**config.mk**
```make
export PLATFORM = sky130hd
export DESIGN_NAME = esc_sequencer
export DESIGN_NICKNAME = d
export VERILOG_FILES = /design/src/rtl/esc_pkg.sv /design/src/rtl/esc_slew_step.sv /design/src/rtl/esc_sequencer.sv
export SDC_FILE = /design/constraint.sdc
export NUM_CORES = 1
export LEC_CHECK = 0
export BUFFER_PORTS_ARGS = -buffer_cell sky130_fd_sc_hd__buf_2
export CAP_MARGIN = 40
export CORE_MARGIN = 2
export CORE_UTILIZATION = 25
export CTS_BUF_LIST = sky130_fd_sc_hd__clkbuf_8
export DETAILED_ROUTE_END_ITERATION = 8
export GPL_ROUTABILITY_DRIVEN = 0
export PLACE_DENSITY = 0.46
export SLEW_MARGIN = 15
export SYNTH_ARGS = -nofsm -noshare
export SYNTH_HDL_FRONTEND = slang
export SYNTH_SLANG_ARGS = --single-unit
```
**constraint.sdc**
```tcl
create_clock -name clk -period 5.8 [get_ports clk]
set_input_delay 1.16 -clock clk [delete_from_list [all_inputs] [get_ports clk]]
set_output_delay 1.16 -clock clk [all_outputs]
set_load 0.02 [all_outputs]
```
**src/rtl/esc_pkg.sv**
```systemverilog
// Shared types and constants for the ESC arming/slew sequencer.
package esc_pkg;

  typedef enum logic [1:0] {
    DISARMED = 2'd0,
    ARMING   = 2'd1,
    RUN      = 2'd2,
    UPDATE   = 2'd3
  } esc_state_t;

  localparam int NUM_MOTORS = 4;
  localparam int SPD_W      = 11;
  localparam int IDX_W      = $clog2(NUM_MOTORS);

  localparam logic [SPD_W-1:0] SPD_CEIL = 11'h7FF;

  // Keeps a requested speed inside [lo, SPD_CEIL]; never lets a motor idle below lo.
  function automatic logic [SPD_W-1:0] clamp_spd(input logic [SPD_W-1:0] spd,
                                                 input logic [SPD_W-1:0] lo);
    logic [SPD_W-1:0] r;
    r = spd;
    if (r < lo) r = lo;
    if (r > SPD_CEIL) r = SPD_CEIL;
    return r;
  endfunction

endpackage

```
**src/rtl/esc_slew_step.sv**
```systemverilog
// Combinational slew limiter: moves cur toward tgt by at most step.
module esc_slew_step
  import esc_pkg::*;
(
  input  logic [SPD_W-1:0] cur,
  input  logic [SPD_W-1:0] tgt,
  input  logic [SPD_W-1:0] step,
  output logic [SPD_W-1:0] nxt
);

  logic signed [SPD_W:0] diff;
  logic signed [SPD_W:0] step_s;

  // One extra bit makes the difference signed; both operands stay in range so no wrap.
  always_comb begin
    diff   = $signed({1'b0, tgt}) - $signed({1'b0, cur});
    step_s = $signed({1'b0, step});
    if (diff > step_s)
      nxt = cur + step;
    else if (diff < -step_s)
      nxt = cur - step;
    else
      nxt = tgt;
  end

endmodule

```
**src/rtl/esc_sequencer.sv**
```systemverilog
// Arms four ESC channels and slew-limits their speed commands, one motor per cycle.
//
//   state    | meaning
//   ---------+--------------------------------------------------------
//   DISARMED | all speeds 0, waiting for frame with arm_req
//   ARMING   | speeds 0, counting ARM_FRAMES frames before spinning up
//   RUN      | idle spin or flying, commands accepted, waiting for frame
//   UPDATE   | stepping motor idx toward its target, one per cycle
module esc_sequencer
  import esc_pkg::*;
#(
  parameter int               ARM_FRAMES = 16,
  parameter logic [SPD_W-1:0] MIN_SPEED  = 11'd100,
  parameter logic [SPD_W-1:0] MAX_STEP   = 11'd64
) (
  input  logic             clk,
  input  logic             rst,
  input  logic             frame,
  input  logic             arm_req,
  input  logic             cmd_vld,
  output logic             cmd_rdy,
  input  logic [SPD_W-1:0] cmd_spd0,
  input  logic [SPD_W-1:0] cmd_spd1,
  input  logic [SPD_W-1:0] cmd_spd2,
  input  logic [SPD_W-1:0] cmd_spd3,
  output logic [SPD_W-1:0] spd0,
  output logic [SPD_W-1:0] spd1,
  output logic [SPD_W-1:0] spd2,
  output logic [SPD_W-1:0] spd3,
  output logic             armed,
  output logic             busy
);

  localparam int CNT_W = $clog2(ARM_FRAMES + 1);
  localparam logic [CNT_W-1:0] CNT_LAST = CNT_W'(ARM_FRAMES - 1);
  localparam logic [IDX_W-1:0] IDX_LAST = IDX_W'(NUM_MOTORS - 1);

  esc_state_t       state;
  logic [CNT_W-1:0] frame_cnt;
  logic [IDX_W-1:0] idx;
  logic [SPD_W-1:0] tgt_q   [NUM_MOTORS];
  logic [SPD_W-1:0] cur_q   [NUM_MOTORS];
  logic [SPD_W-1:0] cmd_vec [NUM_MOTORS];
  logic [SPD_W-1:0] slew_nxt;

  assign cmd_vec[0] = cmd_spd0;
  assign cmd_vec[1] = cmd_spd1;
  assign cmd_vec[2] = cmd_spd2;
  assign cmd_vec[3] = cmd_spd3;

  assign spd0 = cur_q[0];
  assign spd1 = cur_q[1];
  assign spd2 = cur_q[2];
  assign spd3 = cur_q[3];

  // Single shared slew unit; idx selects which motor it serves this cycle.
  esc_slew_step u_slew (
    .cur  (cur_q[idx]),
    .tgt  (tgt_q[idx]),
    .step (MAX_STEP),
    .nxt  (slew_nxt)
  );

  // Sequencer FSM with registered status outputs; disarm in RUN/UPDATE beats everything.
  always_ff @(posedge clk) begin
    if (rst || (!arm_req && (state == RUN || state == UPDATE))) begin
      state     <= DISARMED;
      frame_cnt <= '0;
      idx       <= '0;
      armed     <= 1'b0;
      busy      <= 1'b0;
      cmd_rdy   <= 1'b0;
      for (int i = 0; i < NUM_MOTORS; i++) begin
        cur_q[i] <= '0;
        tgt_q[i] <= '0;
      end
    end else begin
      case (state)
        DISARMED: begin
          if (frame && arm_req) begin
            state     <= ARMING;
            frame_cnt <= '0;
          end
        end
        ARMING: begin
          if (!arm_req) begin
            state <= DISARMED;
          end else if (frame) begin
            if (frame_cnt == CNT_LAST) begin
              state     <= RUN;
              armed     <= 1'b1;
              cmd_rdy   <= 1'b1;
              frame_cnt <= '0;
              for (int i = 0; i < NUM_MOTORS; i++) begin
                cur_q[i] <= MIN_SPEED;
                tgt_q[i] <= MIN_SPEED;
              end
            end else begin
              frame_cnt <= frame_cnt + 1'b1;
            end
          end
        end
        RUN: begin
          if (cmd_vld) begin
            for (int i = 0; i < NUM_MOTORS; i++)
              tgt_q[i] <= clamp_spd(cmd_vec[i], MIN_SPEED);
          end
          if (frame) begin
            state   <= UPDATE;
            idx     <= '0;
            busy    <= 1'b1;
            cmd_rdy <= 1'b0;
          end
        end
        UPDATE: begin
          cur_q[idx] <= slew_nxt;
          idx        <= idx + 1'b1;
          if (idx == IDX_LAST) begin
            state   <= RUN;
            busy    <= 1'b0;
            cmd_rdy <= 1'b1;
          end
        end
        default: state <= DISARMED;
      endcase
    end
  end

endmodule

```
==> out/summary.txt <==
Outcome: finished clean
Via density: 4.73
WL final: 15300 um
Multiplexer share of the synthesized area: 10.5%
Nets: 646
Final Critical Period: 4.56 ns
Overall Power: 1.44 mW
Compound-cell area share of the yosys netlist: 14.2%
Comb pwr share: 12.9%
Final ANT Viol Nets: 0
Critical path fanouts, max: 14
Max-cap violations: 0
Setup bufs post-CTS: 0
Crit path kind: reg -> reg
Primary FF master, synth: edfxtp_1
CTS H-tree lvls: 3
1st-iter DRT viols: 216
#FFs+latches synth: 102
Fin Setup TNS: 0 ns
Core area: 21800 um^2
Syn_nets: 556
Vias in the first global route: 4244
Vias: 4085
Die Y: 153 um
P_sw: 0.375 mW
Static leakage: 2.49 nW
CTS Buffer Depth: 2
Clock-pin slew of the registers on the worst-case setup and hold paths: 0.10 ns
Avg WL per Cell: 17.7 um
Number of synthesized flops with an enable pin: 77
DRT Pass-1 Iters: 5
Cts hold-fix bufs: 0
Worst setup margin: 1.24 ns
Post-synthesis xor/xnor area fraction: 2.06%
Internal Pwr Total: 1.07 mW
Clock power frac: 30.5%
RSZ-0062 raised after global routing: no
Final setup fails: 0
Design area: 6480 um^2
Cells after DPL: 847
First-pass GRT wire length: 23800 um
Net Sw Frac: 26.0%
Post-Synth Simple-Gate Area: 14.6%
Total gr overflow: 0
Post-Route Skew: 0.0130 ns
Power per cell area: 222 nW/um^2
Fin Hold WS: 0.434 ns
Max Fclk: 219 MHz
Final core utilization: 29.8%
Largest net degree at the start of global routing: 23
Row count: 54
Number of diodes: 0
Final hold viol count: 0
Drt drc: 0
Sequential fraction of the synthesis area: 51.0%
Crit path DAT: 4.69 ns
Antenna violations before repair: 0
Layout cells sized above 1: 25.2%
Gate Count Post-Synth: 488
Initial core utilization: 25.3%
Worst-Margin Slew: 0.750 ns
Dpl cell area: 6300 um^2
Worst vdd ir: 0.0881 mV
Total GRT Usage: 13.3%
Post-CTS Resized: 0
Total CTS buffers: 9
Sequential power share: 56.6%
Synth Area in Adders: 4.45%
Syn-to-layout area delta: 17.5%
Netlist area before placement: 5510 um^2
Port Buffers: 95
Clock Sinks: 102
Fin crit share: 78.6%
Fillers: 2285
Syn Area/Cell: 11.3 um^2
Crit path launch type: register
Max Slew Vio Count: 0
CTS tree: yes
Die area: 23300 um^2
WP data required: 5.92 ns
Die X: 153 um
Post-place setup slack: 1.20 ns
Worst-skew pair later-pin latency: 0.39 ns
FFs w/ async S/R, synth: 0%
HPWL Detailed: 11900 um
Clock root buffer: clkbuf_8
Post-Layout Cell Count: 863
Worst hold path class: reg -> reg
Io pins: 96
YS warnings: 0
Crit. End Element: register
Largest family of logic cells by synthesized area: simple AND/OR/NAND/NOR gates
Yosys cell types: 62
Slew margin rel.: 49.5%
[cells in the final DEF (no fill, tap or decap), types with 9 or more instances in the layout]
cell type   n
a21oi_1    44
inv_1      29
nand3_1    11
and2_1     14
and3_1     14
buf_2      95
o21ai_0     9
mux4_2     22
nor2_1     65
nand2_1    33
edfxtp_1   77
ha_1       18
o21ai_1    12
clkbuf_8    9
dfxtp_1    25
[power groups by stage]
stage               clock [mW]  combinational [mW]  sequential, mW
floorplan                    0               0.106           0.845
global placement             0               0.184           0.834
detailed placement           0               0.187           0.833
CTS                      0.452               0.188           0.817
global route             0.476               0.203           0.819
finish                   0.439               0.186           0.816
[sequential cells by signal, indices dropped and copies added, names as in the netlist, named ones only]
signal and cells:
cur_q 44, tgt_q 44, frame_cnt 5, idx 2, state 2, armed 1, busy 1, cmd_rdy 1
[final cells by class]
class / instances / area (um^2) / share of cell area (%)
clock inverters: 7 / 57.6 / 0.888
inverters: 27 / 101 / 1.56
well taps: 280 / 350 / 5.41
clock buffers: 9 / 124 / 1.91
repair buffers: 98 / 510 / 7.88
multi-input cells: 340 / 2520 / 39.0
flip-flops and latches: 102 / 2810 / 43.4
[worst paths after layout]
path,from,endpoint,slack [ns],depth (start not counted)
max reg2reg,register,cur_q[1][5],1.24,11
max,register,cur_q[1][5],1.24,11
min reg2reg,frame_cnt[4],frame_cnt[4],0.43,2
min,frame_cnt[4],frame_cnt[4],0.43,2
[critical path, cell delays in order, from the launching register on]
cell and delay [ns]:
dfxtp_1 0.77, buf_12 0.25, mux4_2 0.59, ha_1 0.39, and3_4 0.23, and3_1 0.19
a2111oi_2 0.34, nand3_1 0.29, nor4_2 0.42, o2bb2ai_4 0.28, mux2i_1 0.40, o21ai_1 0.13
[metal layers]
layer | part of all wire, % | vias up | routed length (um) | track usage [%]
met4 | 1.6 | 0 | 240 | 4.76
li1 | - | 2012 | - | -
met5 | 0 | - | 0 | 0
met3 | 5.0 | 18 | 763 | 2.56
met2 | 46 | 104 | 7110 | 21.6
met1 | 47 | 1951 | 7180 | 17.6
[cell families (layout without fill, tap and decap cells)]
| kind of cell | Yosys count | count (layout) |
|---|---|---|
| AND/OR/NAND/NOR | 166 | 166 |
| AO/OA/AOI/OAI | 112 | 112 |
| flip-flops | 102 | 102 |
| buffers and inverters | 46 | 141 |
| multiplexers | 30 | 30 |
| adder cells (fa/ha/maj) | 19 | 19 |
| XOR/XNOR | 13 | 13 |
[Yosys cell counts, drive strengths merged (4+ instances only)]
master,number,area (um^2)
or3,5,41.3
nand3,11,55.1
nor4,4,31.3
a21oi,44,220
edfxtp,77,2310
nor3,4,20.0
xnor2,8,70.1
a22oi,5,37.5
inv,27,101
mux2i,7,70.1
and2,14,87.6
xor2,5,43.8
mux4,22,495
clkbuf,16,60.1
dfxtp,25,500
o21ai,21,105
and3,15,98.8
a21o,4,30.0
nand2,33,124
ha,18,225
o211ai,6,45.0
nor2,65,244
(Power assumes the default switching activity.)
